## src/rtl/csr_trap_ctrl.sv

```systemverilog
// ---------------------------------------------------------------------------
// csr_trap_ctrl
//
// Trap / return sequencer for the machine-mode CSR file.
//
// At the commit boundary (IDLE state only) it detects a synchronous
// exception, a pending enabled timer or software interrupt, or an MRET.
//
// A trap is then played out as a fixed sequence with one CSR write per cycle:
//   EPC -> CAUSE -> STATUS -> JUMP -> IDLE
// An MRET is played out as a single cycle:
//   MRET -> IDLE
// This cycle redirects fetch and pops the mstatus IE stack.
//
// While the sequence runs, the pipeline is stalled and instruction-originated
// CSR writes are blocked. The dedicated write ports are therefore the only
// CSR writers.
//
// Ports:
//   clk, rst                  clock, asynchronous active-low reset
//   commit_*_i, exc_*_i,
//   mret_i                    commit-boundary status of the retiring instr
//   mstatus_ie_i, mie_*_i     interrupt enables from the CSR file
//   irq_timer_i, irq_soft_i   level interrupt pending lines
//   mtvec_i, mepc_i           live trap vector / exception PC
//   we_mepc_o / wdata_mepc_o  mepc write port
//   we_mcause_o /
//   wdata_mcause_o            mcause write port
//   exception_mie_req_o       mstatus IE-stack push
//   mret_restore_o            mstatus IE-stack pop
//   csr_we_block_o            gate for instruction CSR writes
//   stall_o                   pipeline freeze
//   redirect_valid_o /
//   redirect_pc_o             one-cycle fetch redirect
//   busy_o                    sequencer not idle
// ---------------------------------------------------------------------------
module csr_trap_ctrl #(
    parameter int XLEN    = 64,
    parameter int CAUSE_W = 5
) (
    input  logic               clk,
    input  logic               rst,
    input  logic               commit_valid_i,
    input  logic [XLEN-1:0]    commit_pc_i,
    input  logic               exc_valid_i,
    input  logic [CAUSE_W-1:0] exc_cause_i,
    input  logic               mret_i,
    input  logic               mstatus_ie_i,
    input  logic               mie_mtie_i,
    input  logic               mie_msie_i,
    input  logic               irq_timer_i,
    input  logic               irq_soft_i,
    input  logic [XLEN-1:0]    mtvec_i,
    input  logic [XLEN-1:0]    mepc_i,
    output logic               we_mepc_o,
    output logic [XLEN-1:0]    wdata_mepc_o,
    output logic               we_mcause_o,
    output logic [XLEN-1:0]    wdata_mcause_o,
    output logic               exception_mie_req_o,
    output logic               mret_restore_o,
    output logic               csr_we_block_o,
    output logic               stall_o,
    output logic               redirect_valid_o,
    output logic [XLEN-1:0]    redirect_pc_o,
    output logic               busy_o
);

    typedef enum logic [2:0] {
        IDLE   = 3'd0,
        EPC    = 3'd1,
        CAUSE  = 3'd2,
        STATUS = 3'd3,
        JUMP   = 3'd4,
        MRET   = 3'd5
    } state_t;

    // Trap vector is forced to 4-byte alignment (direct mode).
    localparam logic [XLEN-1:0] VEC_MASK = {{(XLEN-2){1'b1}}, 2'b00};

    state_t              state_reg;
    logic [CAUSE_W-1:0]  code_reg;
    logic                intr_reg;

    logic                we_mepc_reg;
    logic [XLEN-1:0]     wdata_mepc_reg;
    logic                we_mcause_reg;
    logic [XLEN-1:0]     wdata_mcause_reg;
    logic                mie_req_reg;
    logic                mret_restore_reg;
    logic                redirect_valid_reg;
    logic                busy_reg;
    logic                block_reg;

    // ---------------------------------------------------------------------
    // Detection (only meaningful in IDLE)
    // ---------------------------------------------------------------------
    logic                timer_hit;
    logic                soft_hit;
    logic                trap_take;
    logic                mret_take;
    logic [CAUSE_W-1:0]  code_next;
    logic                intr_next;

    always_comb begin
        timer_hit = mstatus_ie_i & mie_mtie_i & irq_timer_i;
        soft_hit  = mstatus_ie_i & mie_msie_i & irq_soft_i;

        // rst is folded in so the combinational stall is also quiet under reset.
        trap_take = rst & (state_reg == IDLE) & commit_valid_i &
                    (exc_valid_i | timer_hit | soft_hit);

        // Any taken trap (exception or interrupt) overrides a coincident MRET.
        mret_take = rst & (state_reg == IDLE) & commit_valid_i & mret_i &
                    ~(exc_valid_i | timer_hit | soft_hit);

        // Priority: exception > timer > software.
        if (exc_valid_i) begin
            code_next = exc_cause_i;
        end else if (timer_hit) begin
            code_next = CAUSE_W'(7);
        end else begin
            code_next = CAUSE_W'(3);
        end
        intr_next = ~exc_valid_i;
    end

    // ---------------------------------------------------------------------
    // Sequencer with registered outputs
    // ---------------------------------------------------------------------
    always_ff @(posedge clk or negedge rst) begin
        if (!rst) begin
            state_reg          <= IDLE;
            code_reg           <= '0;
            intr_reg           <= 1'b0;
            we_mepc_reg        <= 1'b0;
            wdata_mepc_reg     <= '0;
            we_mcause_reg      <= 1'b0;
            wdata_mcause_reg   <= '0;
            mie_req_reg        <= 1'b0;
            mret_restore_reg   <= 1'b0;
            redirect_valid_reg <= 1'b0;
            busy_reg           <= 1'b0;
            block_reg          <= 1'b0;
        end else begin
            // Strobes and their data are single-cycle by default.
            we_mepc_reg        <= 1'b0;
            wdata_mepc_reg     <= '0;
            we_mcause_reg      <= 1'b0;
            wdata_mcause_reg   <= '0;
            mie_req_reg        <= 1'b0;
            mret_restore_reg   <= 1'b0;
            redirect_valid_reg <= 1'b0;

            case (state_reg)
                IDLE: begin
                    if (trap_take) begin
                        // The commit PC is captured here directly into the mepc
                        // write data; nothing later reads commit_pc_i.
                        state_reg      <= EPC;
                        code_reg       <= code_next;
                        intr_reg       <= intr_next;
                        we_mepc_reg    <= 1'b1;
                        wdata_mepc_reg <= commit_pc_i;
                        busy_reg       <= 1'b1;
                        block_reg      <= 1'b1;
                    end else if (mret_take) begin
                        state_reg          <= MRET;
                        redirect_valid_reg <= 1'b1;
                        mret_restore_reg   <= 1'b1;
                        busy_reg           <= 1'b1;
                        block_reg          <= 1'b1;
                    end
                end
                EPC: begin
                    state_reg        <= CAUSE;
                    we_mcause_reg    <= 1'b1;
                    wdata_mcause_reg <= {intr_reg, {(XLEN-1-CAUSE_W){1'b0}}, code_reg};
                end
                CAUSE: begin
                    state_reg   <= STATUS;
                    mie_req_reg <= 1'b1;
                end
                STATUS: begin
                    state_reg          <= JUMP;
                    redirect_valid_reg <= 1'b1;
                end
                JUMP, MRET: begin
                    state_reg <= IDLE;
                    busy_reg  <= 1'b0;
                    block_reg <= 1'b0;
                end
                default: begin
                    state_reg <= IDLE;
                    busy_reg  <= 1'b0;
                    block_reg <= 1'b0;
                end
            endcase
        end
    end

    // Redirect target follows the live CSR value during the redirect cycle,
    // so a CSR value that settles late is still honoured.
    always_comb begin
        redirect_pc_o = '0;
        case (state_reg)
            JUMP:    redirect_pc_o = mtvec_i & VEC_MASK;
            MRET:    redirect_pc_o = mepc_i;
            default: redirect_pc_o = '0;
        endcase
    end

    assign we_mepc_o           = we_mepc_reg;
    assign wdata_mepc_o        = wdata_mepc_reg;
    assign we_mcause_o         = we_mcause_reg;
    assign wdata_mcause_o      = wdata_mcause_reg;
    assign exception_mie_req_o = mie_req_reg;
    assign mret_restore_o      = mret_restore_reg;
    assign redirect_valid_o    = redirect_valid_reg;
    assign busy_o              = busy_reg;
    assign csr_we_block_o      = block_reg;
    assign stall_o             = busy_reg | trap_take | mret_take;

endmodule

```

## config.mk

```make
export PLATFORM = sky130hd
export DESIGN_NAME = csr_trap_ctrl
export DESIGN_NICKNAME = d
export VERILOG_FILES = /design/src/rtl/csr_trap_ctrl.sv
export SDC_FILE = /design/constraint.sdc
export NUM_CORES = 1
export LEC_CHECK = 0
export CORE_AREA = 2 2 158 160
export DETAILED_ROUTE_END_ITERATION = 10
export DIE_AREA = 0 0 160 162
export SYNTH_ARGS = -nofsm -noshare
export SYNTH_HDL_FRONTEND = slang
export SYNTH_SLANG_ARGS = --single-unit
```

## constraint.sdc

```tcl
create_clock -name clk -period 2.05 [get_ports clk]
set_input_delay 0.3075 -clock clk [delete_from_list [all_inputs] [get_ports clk]]
set_output_delay 0.3075 -clock clk [all_outputs]
set_load 0.02 [all_outputs]
```

======== Word level (Yosys, flattened, before mapping) ========
Index checks and enable logic that the tools add are counted.
storage, ports and cells
  flip-flop bits (word level) ............. 143
  RAM bits ................................ 0
  latch bits .............................. 0
  ROM bits ................................ 0
  memories kept ........................... 0
operators by class
  reductions and logical operators ........ 4
  $add $sub $neg .......................... 0
  multipliers ............................. 0
  multiplexer cells ....................... 20
  equality and inequality tests ........... 6
  bitwise operators ....................... 16
  order comparisons ....................... 0
  divide/modulo/power cells ............... 0
  shift operators ......................... 0
operators with widths
  operator              count
  $mux W64              3
  $pmux W64 S2          1
  $pmux W3 S4           1
  $and A1 B1 Y1         9
  $mux W1               9
  $mux W3               3
  $eq A3 B2 Y1 const B  2
  $eq A3 B3 Y1 const B  2
  $mux W5               1
  $or A1 B1 Y1          4
  $pmux W1 S2           2
  $reduce_and A2 Y1     2
  $eq A3 B1 Y1 const B  1
  $logic_not A3 Y1      1
  $ne A3 B3 Y1 const B  1
  $not A1 Y1            3
  $reduce_or A3 Y1      1

======== Logic depth before layout (Yosys ltp) ========
Gate-level depths: netlist (run 1).
  depth in word-level cells ............... 9
  mapped depth ............................ 6

======== Worst setup path before layout (run 1) ========
No wires, ideal clock.
  kind .................................... register to output
  from .................................... register state_reg[1]
  to ...................................... output stall_o
  data required time ...................... 1742 ps
  stages on the path, launching flop included .. 6
  path slack .............................. 127 ps
  buffers on the path ..................... 2
  arrival time ............................ 1616 ps
  cells stage by stage .................... dfrtp_1 buf_6 nor4b_4 nand2_2 buf_6 a22oi_1
between the ends
  longest elaborated chain between the ends .. 6
  elaborated cells between the ends (all ways) .. 8
  those cells by class .................... bitwise (7); reduce/logical (1)
RTL lines
  item                                                  RTL line  text
  from (decl)                                           80        state_t state_reg;
  from (signal assigned)                                132       state_reg <= IDLE;
  from (signal assigned)                                159       state_reg <= EPC;
  from (signal assigned)                                167       state_reg <= MRET;
  $logic_not A3 Y1 (*)                                  109, 113
  $and A1 B1 Y1 (*) (2 in series)                       109, 113
  $and A1 B1 Y1 (on tied branches)                      109, 113
  $or A1 B1 Y1 / $and A1 B1 Y1 (equally long branches)  221, 113
  $or A1 B1 Y1 (*)                                      221       assign stall_o = busy_reg | trap_take | mret_take;
  to (decl)                                             62        output logic stall_o,
Every way passes the cells marked *; elsewhere a longest branch is shown, timed or not.

======== Worst setup path after layout (run 1) ========
  from .................................... register state_reg[1]
  to ...................................... output redirect_pc_o[13]
between the ends
  longest elaborated chain between the ends .. 2
  elaborated cells between the ends (all ways) .. 3
  those cells by class .................... eq/ne (2); mux (1)
RTL lines
  item              RTL line  text
  $eq A3 B3 Y1      205       case (state_reg)
  $pmux W64 S2 (*)  205
  to (decl)         64        output logic [XLEN-1:0] redirect_pc_o,
Marks and branches as above.

==> impl_metrics.py, run 1 <==
metrics = {
    "run_status": {
        "status": "complete, no violations",
    },
    "pwr": {
        "irDropWorstVdd_v": 0.000383,
        "leakagePower_nw": 3.63,
        "power-per-cell-area_nw_per_um2": 807,
    },
    "setup_path": {
        "r2r_slack_ps": 270,
        "crit_cells": 6,
        "critPathKind": "flip-flop to primary output",
        "crit_buf_inv": 4,
        "crit_top_cell": "buf_12",
        "cpPeakStageDelay_ps": 420,
        "cp.arrival_ps": 1670,
        "end_kind": "primary output",
        "reg2regPathDepth": 6,
        "critPathLaunch": "state_reg[1]$_DFFE_PN0P_",
        "crit_required_ps": 1740,
        "start_kind": "flip-flop",
        "regToRegStartpoint": "state_reg[2]$_DFFE_PN0P_",
        "crit_chain": "inv_1, and3_4, buf_12, buf_12, a22o_1, buf_2",
        "critPathMaxFanout": 13,
        "path_delay_family": "buffers and inverters",
        "crit_path_top_delay_cell": "dfrtp_1",
    },
    "floorplan": {
        "io_pins": 407,
        "die_w_um": 160,
        "initial_core_util_pct": 17.5,
        "die_h_um": 162,
        "coreArea_sq_um": 24100,
        "rows": 57,
        "design.die.area_sq_um": 25900,
    },
    "route": {
        "viasPerCell": 3.85,
        "drtIter0Drc": 156,
        "ant_nets": 0,
        "drc_errors": 0,
        "dr_total_vias": 4028,
        "drt_wl_total_mm": 16.3,
        "wl_per_cell_um": 15.6,
        "dr.pass1.iters": 4,
    },
    "synth": {
        "netlist_instances": 357,
        "yosys_warnings": 0,
        "yosys-top-cells-area": "dfrtp_1 (50%), a22o_1 (13%), buf_4 (10%), nor3b_1 (8.0%), nor3b_2 (5.9%)",
        "synth_seq_area_share_pct": 50.4,
        "netlist_area_sq_um": 4220,
        "synth_top_area_cell": "dfrtp_1",
        "netlist.area_leader.share_pct": 50.4,
        "syn_avg_cell_area_sq_um": 11.8,
        "ys_ff_latch": 85,
        "synth.distinct_cells": 33,
    },
    "timing": {
        "fin_skew_ps": 11.7,
        "period_share_pct": 96.3,
        "worst_slack_ps": 75.7,
        "tightest_slew_ps": 548,
        "setup_viol": 0,
        "min_period_ps": 1970,
        "max_slew_margin_pct": 63.5,
        "hold_viol": 0,
        "drv_slew": 0,
        "grt_setup_unrepaired": "yes",
        "fmax_mhz": 507,
    },
    "placed_design": {
        "io_buffer_count": 346,
        "routabilityCongestion": 0.712,
        "dpl_cell_area_sq_um": 8110,
        "dpl.hpwl_mm": 12.9,
        "place_ws_ps": -56.0,
    },
    "layout": {
        "fill_cells": 2492,
        "nets": 924,
        "finish.instance_area_sq_um": 8270,
        "antennaDiodeCount": 0,
        "finish.utilization_pct": 34.3,
        "largest_reg_flops": 64,
        "drive_gt1_share_pct": 20.0,
        "syn2layout_area_growth_pct": 96.0,
    },
    "clock_network": {
        "clk_latency_ps": 350,
        "clock_path_buffers": 2,
        "cts_num_sinks": 85,
        "cts-htree-levels": 3,
        "clockRootBuffer": "clkbuf_16",
        "cts_hold_buffers": 0,
        "numCtsBuffers": 9,
        "cts_tree": "built",
        "path_clk_slew_ps": 70,
    },
    "global_routing": {
        "antenna_found_initial": 0,
        "grt_pass1_wl_mm": 24.4,
        "globalRouteOverflowTotal": 0,
        "grt_max_degree": 45,
        "grt_usage_pct": 12.2,
        "first_global_vias": 4119,
    },
    "worst_hold_path": {
        "min_path_type": "input pin to asynchronous set/reset pin",
    },
    "job": {
        "cap_violations": 0,
    },
}
## per-stage QoR
stage	total power (W)	instances	hold WS (ps)	TNS, ps
6_report	0.00668	1045	65.3	0
3_3_place_gp	0.00502	1026	446	-780
4_1_cts	0.00669	1044	76.2	0
5_1_grt	0.00702	1045	102	-23.7
2_1_floorplan	0.00350	414	11.9	0
3_5_place_dp	0.00503	1026	450	-763
## layout make-up
cell class | count | area [sq um] | share of cell area (%)
inverter | 7 | 26.3 | 0.318
clock inverter | 6 | 95.1 | 1.15
tap | 324 | 405 | 4.90
sequential | 85 | 2130 | 25.7
clock buffer | 9 | 225 | 2.72
timing repair buffer | 382 | 3680 | 44.5
multi-input combinational | 232 | 1710 | 20.6
## cell families after synthesis
family / share of synthesized area [%]
AOI/OAI and AO/OA: 16.7
DFF: 50.4
and+or+nand+nor: 17.7
buffers and inverters: 14.9
xor gates and xnor gates: 0.208
other: 0.0889
## per-layer routing
metal  vias up  track usage (%)  wire length, um
li1       1893                -                -
met1      1912             15.1             6710
met2       212             21.2             8330
met3        11             3.09             1130
met4         0             2.95              129
met5         -                0                0
## Yosys cell counts
master and instances:
nor2_1 6, dfrtp_1 85, inv_1 7, a21boi_0 2, nand3_1 2, and3_1 9
buf_1 8, nor4b_4 1, buf_6 4, conb_1 1, nor3b_2 20, a211oi_1 1
buf_2 9, nand2_1 1, and2_1 4, a21oi_1 4, a41oi_1 1, nor2b_1 1
o221ai_1 1, clkbuf_1 10, nor3b_1 45, nand2_2 1, a221oi_1 2, or2_2 1
a211o_1 1, a32o_1 2, a221o_1 2, buf_4 59, a221oi_2 1, o21ai_0 1
a22oi_1 1, xnor2_1 1, a22o_1 63
## cells in the final DEF, fill, tap and decap left out, types with 2 or more instances in the layout
cell type	instances
clkdlybuf4s50_1	280
a221o_1	2
inv_1	7
dfrtp_1	85
a221oi_1	2
nor2_1	6
conb_1	58
nor3b_2	19
nand3_1	2
nor3b_1	45
clkbuf_16	9
and3_1	8
buf_2	41
a21boi_0	2
a32o_1	2
a22o_1	63
buf_12	13
buf_6	3
and2_1	4
a21oi_1	3
bufinv_16	2
buf_4	43
clkinvlp_4	2
## worst reg2reg max path: stages (launching register included)
cell and delay (ps):
dfrtp_1 410, buf_4 170, nor4b_4 280, nand2_2 110
buf_4 200, buf_12 200, nor3b_1 300
## report_power, final
| group | switching (W) | leakage, nW | internal (W) |
|---|---|---|---|
| combinational | 0.00146 | 2.33 | 0.00144 |
| clock | 0.000697 | 0.150 | 0.00107 |
| sequential | 0.000113 | 1.15 | 0.00189 |
| total | 0.00227 | 3.63 | 0.00440 |
## timing repair
item                       CTS  global route
pin swaps                    2             3
setup buffers                1             1
setup endpoints to repair   63            16
gates cloned                 2             0
resized for setup          252            23
## final timing paths
check	to
setup reg to reg	wdata_mepc_o[40]$_DFF_PN0_
hold reg to reg	state_reg[1]$_DFFE_PN0P_
hold / removal	wdata_mepc_o[27]$_DFF_PN0_
min in group clk	state_reg[1]$_DFFE_PN0P_
setup / recovery	redirect_pc_o[13]
max in group asynchronous	wdata_mcause_o[0]$_DFF_PN0_
(Power assumes the default switching activity.)
==> inputs of run 2 (changes only) <==
--- a/config.mk
+++ b/config.mk
@@ -8,6 +8,7 @@
 export CORE_AREA = 2 2 158 160
 export DETAILED_ROUTE_END_ITERATION = 10
 export DIE_AREA = 0 0 160 162
+export REMOVE_ABC_BUFFERS = 1
 export SYNTH_ARGS = -nofsm -noshare
 export SYNTH_HDL_FRONTEND = slang
 export SYNTH_SLANG_ARGS = --single-unit
==> impl_metrics.py, run 2 (synthesis gave the netlist of run 1 again) <==
metrics = {
    "timing": {
        "drv_slew": 0,
        "period_share_pct": 100,
        "grt_setup_unrepaired": "yes",
        "hold_viol": 0,
        "max_slew_margin_pct": 41.8,
        "holdWs_ps": 41.4,
        "min_period_ps": 2050,
        "worst_slack_ps": -4.84,
        "fin_skew_ps": 8.22,
        "fin_setup_tns_ps": -4.84,
        "fmax_mhz": 487,
        "tightest_slew_ps": 873,
        "setup_viol": 1,
    },
    "setup_path": {
        "reg2regPathDepth": 5,
        "crit_top_cell": "buf_6",
        "cp.arrival_ps": 1750,
        "r2r_slack_ps": 100,
        "crit_buf_inv": 3,
        "cpPeakStageDelay_ps": 440,
        "crit_path_top_delay_cell": "dfrtp_2",
        "end_kind": "primary output",
        "critPathMaxFanout": 8,
        "regToRegStartpoint": "state_reg[1]$_DFFE_PN0P_",
        "crit_chain": "nor3b_4, buf_6, clkbuf_16, a22o_1, buf_6",
        "path_delay_family": "buffers and inverters",
        "critPathKind": "flip-flop to primary output",
        "r2r-end": "wdata_mepc_o[24]$_DFF_PN0_",
        "start_kind": "flip-flop",
        "crit_required_ps": 1740,
    },
    "layout": {
        "layout_common_cells": "clkdlybuf4s50_1 (280), dfrtp_1 (82), a22o_1 (63)",
        "largest_reg_flops": 64,
        "multi_input_area_sq_um": 1710,
        "antennaDiodeCount": 0,
        "register_area_sq_um": 2130,
        "fill_cells": 2443,
        "finish.instance_area_sq_um": 8370,
        "nets": 919,
        "final_common_cell": "clkdlybuf4s50_1",
        "stdcell_count": 1040,
        "syn2layout_area_growth_pct": 98.3,
        "drive_gt1_share_pct": 19.8,
    },
    "clock_network": {
        "clock_path_buffers": 2,
        "cts_tree": "built",
        "cts-htree-levels": 3,
        "numCtsBuffers": 9,
        "path_clk_slew_ps": 70,
        "cts_num_sinks": 85,
        "clockRootBuffer": "clkbuf_16",
        "clk_latency_ps": 330,
    },
    "global_routing": {
        "grt_max_degree": 68,
        "grt_usage_pct": 11.9,
        "antenna_found_initial": 0,
        "grt_pass1_wl_mm": 24.0,
        "first_global_vias": 3961,
        "globalRouteOverflowTotal": 0,
    },
    "route": {
        "drtIter0Drc": 161,
        "ant_nets": 0,
        "viasPerCell": 3.92,
        "dr.pass1.iters": 4,
        "drt_wl_total_mm": 17.0,
        "drc_errors": 0,
        "dr_total_vias": 4072,
        "wl_per_cell_um": 16.4,
    },
    "floorplan": {
        "design.die.area_sq_um": 25900,
        "die_w_um": 160,
        "io_pins": 407,
        "rows": 57,
        "initial_core_util_pct": 17.5,
        "die_h_um": 162,
        "coreArea_sq_um": 24100,
    },
    "placed_design": {
        "io_buffer_count": 346,
        "dpl.cell_count": 1014,
        "dpl.hpwl_mm": 12.6,
        "routabilityCongestion": 0.848,
        "place_ws_ps": -162,
        "dpl_cell_area_sq_um": 7920,
    },
    "worst_hold_path": {
        "min_path_type": "input pin to asynchronous set/reset pin",
    },
    "pwr": {
        "irDropWorstVdd_v": 0.000459,
        "power-per-cell-area_nw_per_um2": 783,
        "leakagePower_nw": 3.58,
    },
    "run_status": {
        "violations": "negative setup slack",
        "status": "finished with violations",
    },
    "job": {
        "cap_violations": 0,
    },
}
run 2: per-stage QoR:
step | utilization, % | total power, W
after floorplan | - | 0.00331
after global placement | 32.8 | 0.00485
after detailed placement | 32.8 | 0.00486
after CTS | 33.1 | 0.00632
after global routing | 34.7 | 0.00688
final | 34.7 | 0.00656
run 2: report_power, final:
part	switching, W	internal (W)	leakage [nW]
combinational	0.00149	0.00151	2.30
sequential	0.000119	0.00190	1.15
clock	0.000678	0.000864	0.134
total	0.00229	0.00427	3.58
run 2: how the worst max path moves through the flow:
stage | depth (start not counted) | to | slack [ps] | from
finish | 5 | redirect_pc_o[36] | -5 | state_reg[1]$_DFFE_PN0P_
global route | 5 | redirect_pc_o[28] | -60 | state_reg[1]$_DFFE_PN0P_
CTS | 4 | redirect_pc_o[31] | -50 | state_reg[0]$_DFFE_PN0P_
detailed placement | 5 | stall_o | -160 | irq_timer_i
global placement | 5 | stall_o | -150 | irq_timer_i
floorplan | 3 | stall_o | -2920 | irq_timer_i
run 2: timing repair:
| action | in CTS | in global routing |
|---|---|---|
| gates cloned | 1 | 4 |
| hold buffers | 0 | 0 |
| setup buffers | 1 | 5 |
| pin swaps | 1 | 11 |
| resized for setup | 256 | 88 |
| endpoints found under the hold margin | 0 | 0 |
| endpoints found under the setup margin | 64 | 39 |
run 2: worst reg2reg max path, cell delays in order, from the launching register on:
cell	delay [ps]
dfrtp_2	440
buf_4	150
nor4b_4	310
nand2_2	120
buf_4	380
nor3b_1	430
run 2: layer usage:
layer  part of all wire [%]  vias to the layer above  GRT usage [%]
li1                       -                     1879              -
met1                     44                     1955           15.6
met2                     46                      223           19.0
met3                    8.5                       15           3.45
met4                    1.2                        0           3.56
met5                      0                        -              0
run 2: area by class of cell:
cell class	count	area share, %
Clock inverter	5	0.523
Timing Repair Buffer	377	45.6
Multi-Input combinational cell	232	20.4
Inverter	7	0.314
Clock buffer	10	2.86
Sequential cell	85	25.5
Tap cell	324	4.84
